**src/rtl/mem_req_ctrl_if.sv**
```systemverilog
// Request/hit bus between the datapath, mem_req_ctrl and the I/D cache ports.
// Handshake: a request (imemREN/dmemREN/dmemWEN) stays high until the matching hit is seen at a rising edge.
interface mem_req_ctrl_if #(
  parameter int PERF_W = 32
);
  logic              ihit;
  logic              dhit;
  logic              dREN;
  logic              dWEN;
  logic              halt;
  logic              flush;
  logic              imemREN;
  logic              dmemREN;
  logic              dmemWEN;
  logic              pcEN;
  logic              halted;
  logic              timeout;
  logic [PERF_W-1:0] stall_cnt;
  logic [PERF_W-1:0] dreq_cnt;
  logic [1:0]        dbg_state;

  modport slave (
    input  ihit, dhit, dREN, dWEN, halt, flush,
    output imemREN, dmemREN, dmemWEN, pcEN, halted, timeout,
    output stall_cnt, dreq_cnt, dbg_state
  );

  modport master (
    output ihit, dhit, dREN, dWEN, halt, flush,
    input  imemREN, dmemREN, dmemWEN, pcEN, halted, timeout,
    input  stall_cnt, dreq_cnt, dbg_state
  );
endinterface

```
**src/rtl/mem_req_ctrl.sv**
```systemverilog
// Fetch/data request sequencer: holds each request until its hit, strobes pcEN,
// handles halt and flush, and keeps a stall watchdog plus saturating perf counters.
module mem_req_ctrl #(
  parameter int WAIT_LIMIT = 200,
  parameter int WAIT_W     = 8,
  parameter int PERF_W     = 32
) (
  input  logic           clk,
  input  logic           nRST,
  mem_req_ctrl_if.slave  bus
);

  typedef enum logic [1:0] {
    BOOT   = 2'd0,
    FETCH  = 2'd1,
    DATA   = 2'd2,
    HALTED = 2'd3
  } state_t;

  localparam logic [WAIT_W-1:0] LIMIT = WAIT_LIMIT[WAIT_W-1:0];

  state_t            r_state;
  logic              r_imemREN;
  logic              r_dmemREN;
  logic              r_dmemWEN;
  logic              r_halted;
  logic              r_timeout;
  logic [WAIT_W-1:0] r_wd;
  logic [PERF_W-1:0] r_stall_cnt;
  logic [PERF_W-1:0] r_dreq_cnt;

  logic              w_pc_en;
  logic              w_stall;
  logic              w_flush_exit;
  logic              w_dreq_done;
  logic [WAIT_W-1:0] w_wd_inc;

  always_comb begin
    w_pc_en      = ((r_state == FETCH) && bus.ihit && !bus.halt && !bus.dREN && !bus.dWEN) ||
                   ((r_state == DATA) && bus.dhit && !bus.flush);
    w_stall      = ((r_state == FETCH) && !bus.ihit) || ((r_state == DATA) && !bus.dhit);
    w_flush_exit = (r_state == DATA) && bus.flush;
    w_dreq_done  = (r_state == DATA) && bus.dhit && !bus.flush;
    w_wd_inc     = r_wd + WAIT_W'(1);
  end

  always_ff @(posedge clk or negedge nRST) begin
    if (!nRST) begin
      r_state     <= BOOT;
      r_imemREN   <= 1'b0;
      r_dmemREN   <= 1'b0;
      r_dmemWEN   <= 1'b0;
      r_halted    <= 1'b0;
      r_timeout   <= 1'b0;
      r_wd        <= '0;
      r_stall_cnt <= '0;
      r_dreq_cnt  <= '0;
    end else begin
      case (r_state)
        BOOT: begin
          r_state   <= FETCH;
          r_imemREN <= 1'b1;
        end
        FETCH: begin
          if (bus.ihit) begin
            if (bus.halt) begin
              r_state   <= HALTED;
              r_imemREN <= 1'b0;
              r_halted  <= 1'b1;
            end else if (bus.dWEN) begin
              r_state   <= DATA;
              r_imemREN <= 1'b0;
              r_dmemWEN <= 1'b1;
            end else if (bus.dREN) begin
              r_state   <= DATA;
              r_imemREN <= 1'b0;
              r_dmemREN <= 1'b1;
            end
          end
        end
        DATA: begin
          if (bus.flush || bus.dhit) begin
            r_state   <= FETCH;
            r_imemREN <= 1'b1;
            r_dmemREN <= 1'b0;
            r_dmemWEN <= 1'b0;
          end
        end
        default: begin
          r_state <= HALTED;
        end
      endcase

      // Watchdog measures one request; any hit or a flush starts a new one.
      if (w_stall && !w_flush_exit) begin
        if (r_wd != LIMIT) begin
          r_wd <= w_wd_inc;
          if (w_wd_inc == LIMIT) r_timeout <= 1'b1;
        end
      end else begin
        r_wd <= '0;
      end

      if (w_stall && (r_stall_cnt != {PERF_W{1'b1}})) r_stall_cnt <= r_stall_cnt + PERF_W'(1);
      if (w_dreq_done && (r_dreq_cnt != {PERF_W{1'b1}})) r_dreq_cnt <= r_dreq_cnt + PERF_W'(1);
    end
  end

  assign bus.imemREN   = r_imemREN;
  assign bus.dmemREN   = r_dmemREN;
  assign bus.dmemWEN   = r_dmemWEN;
  assign bus.pcEN      = w_pc_en;
  assign bus.halted    = r_halted;
  assign bus.timeout   = r_timeout;
  assign bus.stall_cnt = r_stall_cnt;
  assign bus.dreq_cnt  = r_dreq_cnt;
  assign bus.dbg_state = r_state;

endmodule

```
**src/flat_wrapper.sv**
```systemverilog
// flat-port wrapper written by rule: the top's interface ports become plain ports
module mem_req_ctrl_flat 
#(
  parameter int WAIT_LIMIT = 200,
  parameter int WAIT_W     = 8,
  parameter int PERF_W     = 32
)
  (clk, nRST, bus_ihit, bus_dhit, bus_dREN, bus_dWEN, bus_halt, bus_flush, bus_imemREN, bus_dmemREN, bus_dmemWEN, bus_pcEN, bus_halted, bus_timeout, bus_stall_cnt, bus_dreq_cnt, bus_dbg_state);
  mem_req_ctrl_if #(.PERF_W(PERF_W)) bus_i ();
  input  logic clk;
  input  logic nRST;
  input wire logic [$bits(bus_i.ihit)-1:0] bus_ihit;
  input wire logic [$bits(bus_i.dhit)-1:0] bus_dhit;
  input wire logic [$bits(bus_i.dREN)-1:0] bus_dREN;
  input wire logic [$bits(bus_i.dWEN)-1:0] bus_dWEN;
  input wire logic [$bits(bus_i.halt)-1:0] bus_halt;
  input wire logic [$bits(bus_i.flush)-1:0] bus_flush;
  output wire logic [$bits(bus_i.imemREN)-1:0] bus_imemREN;
  output wire logic [$bits(bus_i.dmemREN)-1:0] bus_dmemREN;
  output wire logic [$bits(bus_i.dmemWEN)-1:0] bus_dmemWEN;
  output wire logic [$bits(bus_i.pcEN)-1:0] bus_pcEN;
  output wire logic [$bits(bus_i.halted)-1:0] bus_halted;
  output wire logic [$bits(bus_i.timeout)-1:0] bus_timeout;
  output wire logic [$bits(bus_i.stall_cnt)-1:0] bus_stall_cnt;
  output wire logic [$bits(bus_i.dreq_cnt)-1:0] bus_dreq_cnt;
  output wire logic [$bits(bus_i.dbg_state)-1:0] bus_dbg_state;
  assign bus_i.ihit = bus_ihit;
  assign bus_i.dhit = bus_dhit;
  assign bus_i.dREN = bus_dREN;
  assign bus_i.dWEN = bus_dWEN;
  assign bus_i.halt = bus_halt;
  assign bus_i.flush = bus_flush;
  assign bus_imemREN = bus_i.imemREN;
  assign bus_dmemREN = bus_i.dmemREN;
  assign bus_dmemWEN = bus_i.dmemWEN;
  assign bus_pcEN = bus_i.pcEN;
  assign bus_halted = bus_i.halted;
  assign bus_timeout = bus_i.timeout;
  assign bus_stall_cnt = bus_i.stall_cnt;
  assign bus_dreq_cnt = bus_i.dreq_cnt;
  assign bus_dbg_state = bus_i.dbg_state;
  mem_req_ctrl #(.WAIT_LIMIT(WAIT_LIMIT), .WAIT_W(WAIT_W), .PERF_W(PERF_W)) u_core (.clk(clk), .nRST(nRST), .bus(bus_i));
endmodule
```
**config.mk**
```make
export PLATFORM = sky130hd
export DESIGN_NAME = mem_req_ctrl_flat
export DESIGN_NICKNAME = d
export VERILOG_FILES = /design/src/rtl/mem_req_ctrl_if.sv /design/src/rtl/mem_req_ctrl.sv /design/src/flat_wrapper.sv
export SDC_FILE = /design/constraint.sdc
export NUM_CORES = 1
export LEC_CHECK = 0
export ABC_CLOCK_PERIOD_IN_PS = 3200
export BUFFER_PORTS_ARGS = -buffer_cell sky130_fd_sc_hd__buf_2
export CORE_MARGIN = 5
export CORE_UTILIZATION = 40
export CTS_CLUSTER_DIAMETER = 60
export CTS_CLUSTER_SIZE = 12
export DETAILED_ROUTE_END_ITERATION = 16
export PLACE_DENSITY_LB_ADDON = 0.3
export SLEW_MARGIN = 20
export SYNTH_ARGS = -nofsm -noshare
export SYNTH_HDL_FRONTEND = slang
export SYNTH_SLANG_ARGS = --single-unit
```
**constraint.sdc**
```tcl
create_clock -name clk -period 3.2 [get_ports clk]
set_input_delay 0.16 -clock clk [delete_from_list [all_inputs] [get_ports clk]]
set_output_delay 0.16 -clock clk [all_outputs]
set_load 0.02 [all_outputs]
```
* After elaboration in Yosys (flattened, before gate mapping)
Index checks and enable logic that the tools add are counted.
** Storage, ports and cells
- Bits in registers :: 79
- Input bits :: 8
- Output and inout bits :: 72
- Logic and storage cells :: 81
** Operators by class
- Add/sub/neg operators :: 3
- Equal/unequal tests :: 14
- Multiplexer cells :: 24
- Reduce and logical (&&, ||, !) cells :: 31
** Operators by type and width (number)
- 32-bit by 1-bit adder with 32-bit output, second input constant :: 2
- 32-bit inequality test, second input constant :: 2
- 8-bit two-way mux :: 2
- 2-bit inequality test, second input constant :: 7
- 1-bit two-way mux :: 13
- 1-bit logical AND :: 12
- 2-bit two-way mux :: 5
- 3-bit AND reduction :: 3
- 8-bit by 1-bit adder with 8-bit output, second input constant :: 1
- 8-bit equality test, second input constant :: 1
- 8-bit inequality test, second input constant :: 1
- 1-bit zero test :: 7
- 2-bit case mux with 3 select lines :: 1
- 6-bit AND reduction :: 1
- 5-bit AND reduction :: 1
- 4-bit inequality test, second input constant :: 1
- 1-bit case mux with 2 select lines :: 2
- 4-bit AND reduction :: 1
- 1-bit logical OR :: 3
- 1-bit case mux with 3 select lines :: 1
- 3-bit nonzero test :: 1
- 2-bit by 1-bit equality test with 1-bit output, second input constant :: 1
- 2-bit equality test, second input constant :: 1
- 2-bit zero test :: 1
- 2-bit nonzero test :: 1

* Depth between registers and ports, before layout
- Word-level depth :: 6
- Mapped depth :: 7
- Depth with buffers taken out :: 6

* Worst setup path before layout
Ideal clock, no wire load.
- Path kind :: flip-flop to flip-flop
- Start :: register u_core.r_stall_cnt[12], in the netlist u_core.bus.stall_cnt[12]
- End :: register u_core.r_stall_cnt[1], in the netlist u_core.bus.stall_cnt[1]
- Setup time :: 0.125 ns
- Arrival time :: 1.920 ns
- Data required time :: 3.075 ns
- Path slack :: 1.155 ns
- Cell stages (with the launch flop) :: 6
- Buffers on the path :: 0
- Clock period less this slack :: 2.045 ns
- Cell sequence :: dfrtp_1 and4_1 nand4_2 or4_4 nand2_1 mux2_2
** Between the ends
- Cells in the longest elaborated chain, start to end :: 2
** RTL lines
- start: declaration :: line mem_req_ctrl.sv:29 : logic [PERF_W-1:0] r_stall_cnt;
- start signal: assignment :: line mem_req_ctrl.sv:104 : if (w_stall && (r_stall_cnt != {PERF_W{1'b1}})) r_stall_cnt <= r_stall_cnt + PERF_W'(1);
- 32-bit inequality test :: line mem_req_ctrl.sv:104
- 1-bit logical AND :: line mem_req_ctrl.sv:104
No other way between the ends.
A chain may end at the register's enable or synchronous reset.

* Worst setup path after layout
Same ends and word-level chain as after synthesis.

==> Implementation_results.wiki <==
{| class="wikitable"
! Metric !! Value
|-
| Crit path time final || 2220 ps
|-
| Area used by sequential logic in the layout || 0.00198 mm^2
|-
| Worst R2R Setup Slack || 980 ps
|-
| Cell Pwr Density || 486 mW/mm^2
|-
| Maximum frequency from static timing analysis || 450 MHz
|-
| Synth top area share || 0.497
|-
| Worst skew pair latency || 350 ps
|-
| Buffers added on ports || 79
|-
| Area of the die || 0.0120 mm^2
|-
| Post-synthesis cell type count || 46
|-
| Total count of hold-check failures in the final report || 0
|-
| Final count of negative-setup-slack endpoints || 0
|-
| Total clock buffers created by CTS || 9
|-
| Clock edge transition at the registers on the reported setup and hold paths || 80 ps
|-
| Type of element capturing the critical path || register
|-
| CP startpoint || u_core.bus.stall_cnt[12]
|-
| Die boundary width || 110 um
|-
| Relative slew slack || 0.517
|-
| Outcome || complete, no violations
|-
| Worst-path maximum fanout || 22
|-
| Number of antenna violations at the first check in global routing || 0
|-
| Syn_nets || 394
|-
| Standard cell core area || 0.00973 mm^2
|-
| Detailed-route vias per instance || 5.14
|-
| FF-to-FF End || u_core.bus.stall_cnt[1]
|-
| Worst Hold Margin || 94.0 ps
|-
| CTS tree || yes
|-
| Post-detailed-placement half-perimeter wirelength || 6330 um
|-
| I/O pin cnt || 80
|-
| Setup slack of the critical path after layout || 979 ps
|-
| Worst reg-to-reg path cell count || 5
|-
| Count of antenna diodes in the layout || 0
|-
| Count of filler cells inserted in the layout || 930
|-
| H-tree depth || 3
|-
| Maximum count of clock buffers along a single path || 2
|-
| Post-synthesis cell area || 0.00398 mm^2
|-
| Portion of the post-synthesis area used by sequential elements || 0.497
|-
| Row count || 36
|-
| Initial cell density of the core || 0.409
|-
| Vias in the first global route || 3059
|-
| Startpoint type of the worst setup path || register
|-
| Violation count after the first detailed-routing iteration || 158
|-
| Post-detailed-route DRC marker count || 0
|-
| Startpoint of the worst register-to-register path || u_core.bus.stall_cnt[12]
|-
| Post-placement worst setup slack || 1000 ps
|-
| Global Route Usage Sum || 0.156
|-
| Worst-case vdd ir drop || 0.231 mV
|-
| Average footprint of a synthesized cell || 10.4 um^2
|-
| Most frequently used flop master after synthesis || dfrtp_1
|-
| Share of synthesized flip-flops with an asynchronous set or reset || 1.00
|-
| Weighted congestion reported at the end of routability-driven placement || 0.759
|-
| Count of mapped cells out of synthesis || 382
|-
| Worst min-delay path category || in2reg
|-
| Post-route core utilization || 0.483
|-
| Layout Nets || 480
|-
| Num Clock Sinks || 79
|-
| Clock skew || 7.38 ps
|-
| Static Leak || 2.24 nW
|-
| Relative area change from synthesis to final layout || 18.1%
|-
| Maximum number of pins on one net before global-route repair || 80
|-
| Area contributors post-synth || dfrtp_1, xnor2_1, xor2_1
|-
| Destination of the critical timing path || u_core.bus.stall_cnt[1]
|-
| Wirelength per Cell || 14.5 um
|-
| Buffer cell driving the clock tree root || clkbuf_8
|-
| Placed instance count || 589
|-
| Die Y || 110 um
|-
| Total of max-cap violations || 0
|-
| Setup repair after global routing missed its margin || no
|-
| Slew at the pin closest to its max-slew limit || 724 ps
|-
| Fraction of layout instances using a drive strength above 1 || 0.260
|-
| Arrival time at the worst endpoint || 2450 ps
|-
| Total Negative Setup Slacks || 0 ps
|-
| Total area of multi-input combinational cells || 0.00192 mm^2
|-
| Pins over their slew limit || 0
|-
| Worst setup path category || reg2reg
|-
| Wire length reported by the detailed router || 8780 um
|-
| Warning count from the yosys run || 0
|-
| Fin crit share || 0.694
|-
| CP Data Required Time || 3430 ps
|-
| Top cell types by occurrence after synthesis || dfrtp_1, xnor2_1, nor2_1, nand3_1, nand4_1
|-
| Post-detailed-route count of antenna-violating nets || 0
|-
| Post-CTS setup buffer count || 0
|-
| Total via count in the routed design || 3116
|-
| Cell accounting for the most synthesized area || dfrtp_1
|-
| #FFs+latches synth || 79
|-
| Dominant cell by count in the synthesized netlist || dfrtp_1
|-
| Number of synthesized flops with an enable pin || 0
|-
| Final global-route overflow total || 0
|-
| Non-Filler Instances || 606
|-
| First-pass iteration count of the detailed router || 4
|-
| First-pass GRT wire length || 14800 um
|}
==> cells by family (layout without fill, tap and decap cells) <==
logic type	count (synthesis)	after routing	share of synthesized area
muxes	3	3	0.00817
and+or+nand+nor	194	194	0.279
xor gates and xnor gates	67	67	0.147
buffers and inverters	16	107	0.0217
adders and majority gates	4	4	0.0126
AOI/OAI and AO/OA	19	19	0.0343
DFF	79	79	0.497
==> sequential cells by signal (all words and copies together), names as in the netlist <==
signal,cells
u_core.r_wd,8
u_core.bus.timeout,1
u_core.bus.imemREN,1
u_core.bus.dbg_state,2
u_core.bus.dmemWEN,1
u_core.bus.dmemREN,1
u_core.bus.halted,1
u_core.bus.dreq_cnt,32
u_core.bus.stall_cnt,32
==> cells in the final DEF, fill, tap and decap left out, types with 14 or more instances in the layout <==
cell type	n
nand3_1	31
xor2_1	18
and3_1	18
nor2_1	37
nand2_1	22
nand4_1	24
buf_2	78
nor3_1	14
xnor2_1	49
dfrtp_1	79
==> layout make-up <==
| class | count | share of cell area |
|---|---|---|
| Clock inverter | 4 | 0.00426 |
| Inverter | 8 | 0.00639 |
| Multi-Input combinational cell | 287 | 0.408 |
| Clock buffer | 12 | 0.0330 |
| Timing Repair Buffer | 83 | 0.0924 |
| Sequential cell | 79 | 0.421 |
| Tap cell | 133 | 0.0354 |
==> power by group <==
group / internal (W) / switching (W)
clock: 0.000320 / 0.000355
sequential: 0.00107 / 0.0000889
combinational: 0.000161 / 0.000289
==> critical path, cell delays in order (launching register included) <==
cell	delay [ps]
dfrtp_1	440
and4_1	280
nand4_2	170
or4_4	710
nand2_1	170
mux2_2	340
==> worst min path at each step <==
stage	end	cells after the start	from
detailed placement	u_core.bus.stall_cnt[28]	1	nRST
global placement	u_core.bus.stall_cnt[28]	1	nRST
finish	u_core.bus.dmemREN	3	bus_dREN
floorplan	u_core.bus.dbg_state[0]	0	nRST
global route	u_core.bus.dmemREN	3	bus_dREN
CTS	u_core.bus.stall_cnt[28]	1	nRST
==> metrics by stage <==
step	power (W)	area, um^2
final	0.00228	4700
after global routing	0.00242	4700
after CTS	0.00231	4690
after detailed placement	0.00163	4510
after global placement	0.00162	4510
after floorplan	0.00147	3980
==> routing by layer <==
metal  part of all wire  GRT usage
met5                  0          0
met4              0.017     0.0632
met3              0.051     0.0335
met2               0.48      0.248
met1               0.45      0.206
==> timing repair <==
action | 4_1_cts | 5_1_grt
gates resized for setup | 0 | 0
hold endpoints to repair | 0 | 79
hold buffers | 0 | 1
Note: power is estimated with default switching activity, not from simulation.
